===== config.mk =====
export PLATFORM = sky130hd
export DESIGN_NAME = ham_decoder
export DESIGN_NICKNAME = d
export VERILOG_FILES = /design/src/rtl/ham_decoder.sv
export SDC_FILE = /design/constraint.sdc
export NUM_CORES = 1
export LEC_CHECK = 0
export CORE_AREA = 2 2 39 41
export DETAILED_ROUTE_END_ITERATION = 7
export DIE_AREA = 0 0 41 43
export GPL_TIMING_DRIVEN = 0
export MAX_ROUTING_LAYER = met4
export PLACE_DENSITY_LB_ADDON = 0.12
export REMOVE_ABC_BUFFERS = 1
export SETUP_SLACK_MARGIN = 0.3
export SLEW_MARGIN = 20
export SYNTH_ARGS = -nofsm -noshare
export SYNTH_HDL_FRONTEND = slang
export SYNTH_SLANG_ARGS = --single-unit

===== constraint.sdc =====
create_clock -name clk -period 1 [get_ports clk]
set_input_delay 0.2 -clock clk [delete_from_list [all_inputs] [get_ports clk]]
set_output_delay 0.2 -clock clk [all_outputs]
set_load 0.03 [all_outputs]

===== src/rtl/ham_decoder.sv =====
// Hamming(7,4) single-error-correcting decoder with a one-cycle registered output.
// Optional corrected-word counter is compiled in with the HAM_ERR_CNT_EN macro.
module ham_decoder #(
   parameter int unsigned CNT_W = 8
) (
   output logic [3:0] data,
   input  logic [6:0] enc_ham_data,
   output logic [2:0] pos_error,
   output logic       error,
   input  logic       clk,
   input  logic       rst_n,
   input  logic       in_valid,
   output logic       out_valid
`ifdef HAM_ERR_CNT_EN
   ,
   output logic [CNT_W-1:0] err_cnt
`endif
);

   if (CNT_W == 0) begin : g_bad_cnt_w
      $error("ham_decoder: CNT_W must be at least 1");
   end

   logic [2:0] syn;
   logic [6:0] fixed;
   logic [3:0] dec;

   // enc_ham_data[k] carries codeword position k+1
   always_comb begin
      syn[0] = enc_ham_data[0] ^ enc_ham_data[2] ^ enc_ham_data[4] ^ enc_ham_data[6];
      syn[1] = enc_ham_data[1] ^ enc_ham_data[2] ^ enc_ham_data[5] ^ enc_ham_data[6];
      syn[2] = enc_ham_data[3] ^ enc_ham_data[4] ^ enc_ham_data[5] ^ enc_ham_data[6];
      fixed  = enc_ham_data;
      if (syn != '0) begin
         fixed[syn - 3'd1] = ~enc_ham_data[syn - 3'd1];
      end
      dec = {fixed[6], fixed[5], fixed[4], fixed[2]};
   end

   always_ff @(posedge clk or negedge rst_n) begin
      if (!rst_n) begin
         data      <= '0;
         pos_error <= '0;
         error     <= 1'b0;
         out_valid <= 1'b0;
      end else begin
         out_valid <= in_valid;
         if (in_valid) begin
            data      <= dec;
            pos_error <= syn;
            error     <= (syn != '0);
         end
      end
   end

`ifdef HAM_ERR_CNT_EN
   // Counts on the same edge that registers error=1; sticks at all-ones
   always_ff @(posedge clk or negedge rst_n) begin
      if (!rst_n) begin
         err_cnt <= '0;
      end else if (in_valid && (syn != '0) && (err_cnt != '1)) begin
         err_cnt <= err_cnt + 1'b1;
      end
   end
`endif

endmodule


; After elaboration in Yosys (flattened, before gate mapping)
; Cells that the tools add are included.
[op_classes]
n_addsub = 1
order_cmp = 2
n_mux = 6
n_bitwise = 10
reduce_logical = 2
[op_table]
columns = cell, n
row1 = $xor A1 B1 Y1, 9
row2 = $bwmux W7, 1
row3 = $mux W7, 1
row4 = $lt A3 B4 Y1 const B, 1
row5 = $bmux W1 S3, 1
row6 = $demux W1 S3, 1
row7 = $ge A3 B1 Y1 const B, 1
row8 = $reduce_bool A3 Y1, 1
row9 = $sub A3 B1 Y3 const B, 1
row10 = $mux W1, 2
row11 = $logic_and A1 B1 Y1, 1
row12 = $not A1 Y1, 1
[word_totals]
register_bits = 9
elab_cells = 25

; Longest topological paths before layout
[logic_depth]
word_depth = 10
ltp_mapped = 9

; Worst setup path after synthesis
; OpenSTA, ideal clock, no wires.
[synth_path]
path_kind = input -> register
startpoint = input port enc_ham_data[2]
endpoint = register data[1]
setup_time_ps = 65
arrival_time_ps = 2119
required_time_ps = 935
slack_ps = -1184
path_stages = 9
cell_sequence = xor2_1 > xnor2_1 > ha_1 > and2_1 > ha_1 > or3_1 > or3_1 > mux2i_1 > a211o_1
[synth_between]
elab_chain_cells = 10
elab_cells_between_ends = 18
classes_between = 1 x add/sub / 2 x order compare / 6 x mux / 7 x bitwise / 2 x reduce/logical
[synth_rtl]
columns = element, line
row1 = start: declaration, 7  ; input logic [6:0] enc_ham_data,
row2 = $xor A1 B1 Y1 (on tied branches) (3 in a row), "30, 31"
row3 = $sub A3 B1 Y3, 35  ; fixed[syn - 3'd1] = ~enc_ham_data[syn - 3'd1];
row4 = $lt A3 B4 Y1 (not written as such) / $ge A3 B1 Y1 (equally long branches), 35
row5 = $logic_and A1 B1 Y1 (not written as such), 35
row6 = $mux W1 (not written as such), 35
row7 = $demux W1 S3, 35
row8 = $bwmux W7, 35
row9 = $mux W7 *, 34  ; if (syn != '0) begin
row10 = end signal: assignment, 42  ; data <= '0;
row11 = end signal: assignment, 49  ; data <= dec;
row12 = end: declaration, 6  ; output logic [3:0] data,
; Every way passes the cells marked *; elsewhere a longest branch is shown, timed or not. The select of a mux whose other input is x is not followed.
; A chain may end at the register's enable or synchronous reset.

; Worst setup path after layout
[layout_path]
startpoint = input port enc_ham_data[4]
endpoint = register data[1]
[layout_between]
elab_chain_cells = 10
elab_cells_between_ends = 17
classes_between = 1 x add/sub / 2 x order compare / 6 x mux / 6 x bitwise / 2 x reduce/logical
[layout_rtl]
columns = element, line
row1 = $xor A1 B1 Y1 (3 in a row), 32  ; syn[2] = enc_ham_data[3] ^ enc_ham_data[4] ^ enc_ham_data[5] ^ enc_ham_data[6];
row2 = $sub A3 B1 Y3, 35
row3 = $lt A3 B4 Y1 (not written as such) / $ge A3 B1 Y1 (equally long branches), 35
row4 = $logic_and A1 B1 Y1 (not written as such), 35
row5 = $mux W1 (not written as such), 35
row6 = $demux W1 S3, 35
row7 = $bwmux W7, 35
row8 = $mux W7 *, 34
; Marked as above.

==> results.yml <==
run_status:
  outcome: "finished, violations left"
  violations: "negative setup slack"
clock_network:
  cts.sinks: 9
  clk_latency_ps: 260
  cts_hold_buf: 0
  cts_tree: "yes"
  cts_buffer_depth: 2
  cts_made_buffers: 3
  clkTransAtPathRegs_ps: 60
  root_buffer: "clkbuf_4"
  cts_max_level: 1
cells_and_area:
  stdcell_area_mm2: 0.001031
  layout.cells.non_filler: 106
  diodes: 0
  fillers: 107
  nets: 103
  area_growth_pct: 96.66
  drive_gt1_share_pct: 57.78
worst_setup_path:
  path_max_fanout: 2
  critical-path-top-delay-family: "simple AND/OR/NAND/NOR gates"
  critPathCaptureType: "flip-flop"
  arrival_ps: 2220
  cp_common_cell: "buf_4"
  path_buf_inv: 3
  crit_slowest_cell: "or3_4"
  path_class: "input pin to flip-flop"
  start_kind: "input pin"
  cpPeakStageDelay_ps: 360
  crit_required_ps: 1150
  crit_chain: "buf_8 -> xor2_2 -> xnor2_1 -> ha_1 -> and2_4 -> ha_4 -> or3_4 -> buf_4 -> buf_4 -> nor2b_1 -> a211o_1"
yosys:
  yosys.area.top_type: "dfrtp_1"
  synthTopCellsByCount: "dfrtp_1, xnor2_1, nor2_1, a21oi_1, nand2_1"
  yosysMostFrequentCell: "dfrtp_1"
  synth_seq_cells: 9
  synth_edf_count: 0
  syn_area_um2: 524.3
  synth_cell_type_count: 21
  ys.flop_type: "dfrtp_1"
  synth_async_sr_flop_share_pct: 100.0
  syn_area_per_cell_um2: 10.28
  synthCells: 51
  synth_top_cell_area_share_pct: 42.96
  yosys_warnings: 0
  synthTopCellsByArea: "dfrtp_1, xnor2_1, xnor2_2"
  synth_sequential_area_ratio_pct: 42.96
floorplan:
  initial_core_util_pct: 37.88
  die-width_um: 41
  core_area_mm2: 0.001384
  rows: 14
  die_y_um: 43
  ioPinCount: 19
  dieArea_mm2: 0.001763
timing:
  slew_violations: 0
  hold_viol: 0
  whs_ps: 221.4
  finalCritPeriodShare_pct: 206.9
  setup_violations: 7
  clock_skew_ps: 0
  rsz0062_at_grt: "true"
  timing.final.ws_setup_ps: -1069
  period_minus_slack_ps: 2069
  slew_headroom_pct: 69.06
  tightest_slew_ps: 464.0
  max_freq_ghz: 0.4834
drt:
  detail-route-antenna-nets: 0
  routedWlPerCell_um: 12.79
  drcViolationCount: 0
  wl_mm: 1.356
  met3RoutedLength_um: 71
  first_pass_iters: 4
  wl_met2_um: 791
  routed_via_density: 4.962
  drt_iter0_drc: 6
  vias: 526
  top_layer: "met4"
  m1WireLength_um: 482
min_path:
  hold_path.class: "input pin to asynchronous set/reset pin"
power:
  combPwrFrac_pct: 57.3
  power_density_mw_per_mm2: 1715
  seqPwrFrac_pct: 26.7
  p_leak_uw: 0.0004780
  ir_worst_vdd_mv: 1.202
  p_sw_share_pct: 34.93
  p_int_uw: 1150
  clockPowerShare_pct: 16.0
  switchingPower_uw: 617.6
placement:
  placed_area_um2: 720.7
  portBuffers: 18
  post-place-ws_ps: -1891
  place.gp.congestion: 0.6208
  post-place-cells: 84
global_route:
  grt_pass1_vias: 523
  grt_pass1_wl_mm: 2.201
  grt.total_usage_pct: 19.11
  grt-ovfl-total: 0
  antenna_found_initial: 0
  grt_max_degree: 13
job:
  cap_violations: 0
==> metrics by stage <==
| stage | power [µW] | TNS (ps) | utilization (%) |
|---|---|---|---|
| after floorplan | 831.0 | -4110 | - |
| final | 1768 | -3928 | 74.50 |
| after CTS | 1583 | -3720 | 65.64 |
| after global placement | 1047 | -10850 | 52.08 |
| after detailed placement | 1054 | -10990 | 52.08 |
| after global routing | 1880 | -4475 | 74.50 |
==> per-layer routing <==
layer | track usage (%) | vias up
met5 | - | -
met4 | 6.000 | 0
met3 | 7.853 | 2
met2 | 30.63 | 19
met1 | 20.53 | 252
li1 | - | 253
==> path summary, 6_finish.rpt <==
check	startpoint	endpoint	slack [ps]	depth (start not counted)
max in group asynchronous	rst_n	data[2]$_DFFE_PN0P_	500	1
setup reg to reg	data[3]$_DFFE_PN0P_	data[3]$_DFFE_PN0P_	170	2
min in group clk	enc_ham_data[5]	data[2]$_DFFE_PN0P_	350	3
hold reg to reg	data[1]$_DFFE_PN0P_	data[1]$_DFFE_PN0P_	530	1
setup / recovery	enc_ham_data[4]	data[1]$_DFFE_PN0P_	-1070	11
hold / removal	rst_n	pos_error[0]$_DFFE_PN0P_	220	1
==> cell type report <==
type,instances,area [µm²],share of cell area [%]
multi-input combinational,39,412.9,40.05
clock buffer,3,22.52,2.184
clock inverter,1,5.005,0.4854
sequential,9,225.2,21.84
timing repair buffer,36,337.8,32.77
inverter,2,7.507,0.7282
tap,16,20.02,1.942
==> cells in the final DEF, fill, tap and decap left out, types with 2 or more instances in the layout <==
master	n
dlygate4sd2_1	2
or3_4	2
buf_6	14
nor2_1	5
mux2i_1	3
a21oi_1	3
nand2_1	3
clkbuf_2	2
xnor2_2	2
xnor2_1	3
clkbuf_4	3
xnor2_4	4
buf_8	2
o21ai_1	2
buf_4	15
dfrtp_1	9
==> repair_timing <==
action / in CTS / in global routing
endpoints found under the setup margin: 18 / 17
setup buffers: 13 / 5
gates resized for setup: 98 / 24
pin swaps: 14 / 17
cloned: 0 / 0
==> registers in the layout, summed over array words and instances (netlist names) <==
signal and flops:
data 4, error 1, out_valid 1, pos_error 3
==> power groups by stage <==
| stage | clock [µW] | combinational [µW] | sequential [µW] |
|---|---|---|---|
| 6_report | 283 | 1010 | 472 |
| 5_1_grt | 318 | 1080 | 481 |
| 4_1_cts | 298 | 816 | 470 |
| 3_5_place_dp | 0 | 587 | 467 |
| 3_3_place_gp | 0 | 582 | 466 |
| 2_1_floorplan | 0 | 235 | 596 |
==> kinds of logic (layout without fill, tap and decap cells) <==
group	after synthesis	count (layout)	synth area share [%]
flip-flops	9	9	42.96
buffers and inverters	3	42	2.146
AND/OR/NAND/NOR	14	14	12.65
adder cells (fa/ha/maj)	2	2	4.773
AO/OA/AOI/OAI	10	10	12.17
multiplexers	3	3	5.728
XOR/XNOR	10	10	19.57
No activity file was read; power rests on OpenSTA's default activity.
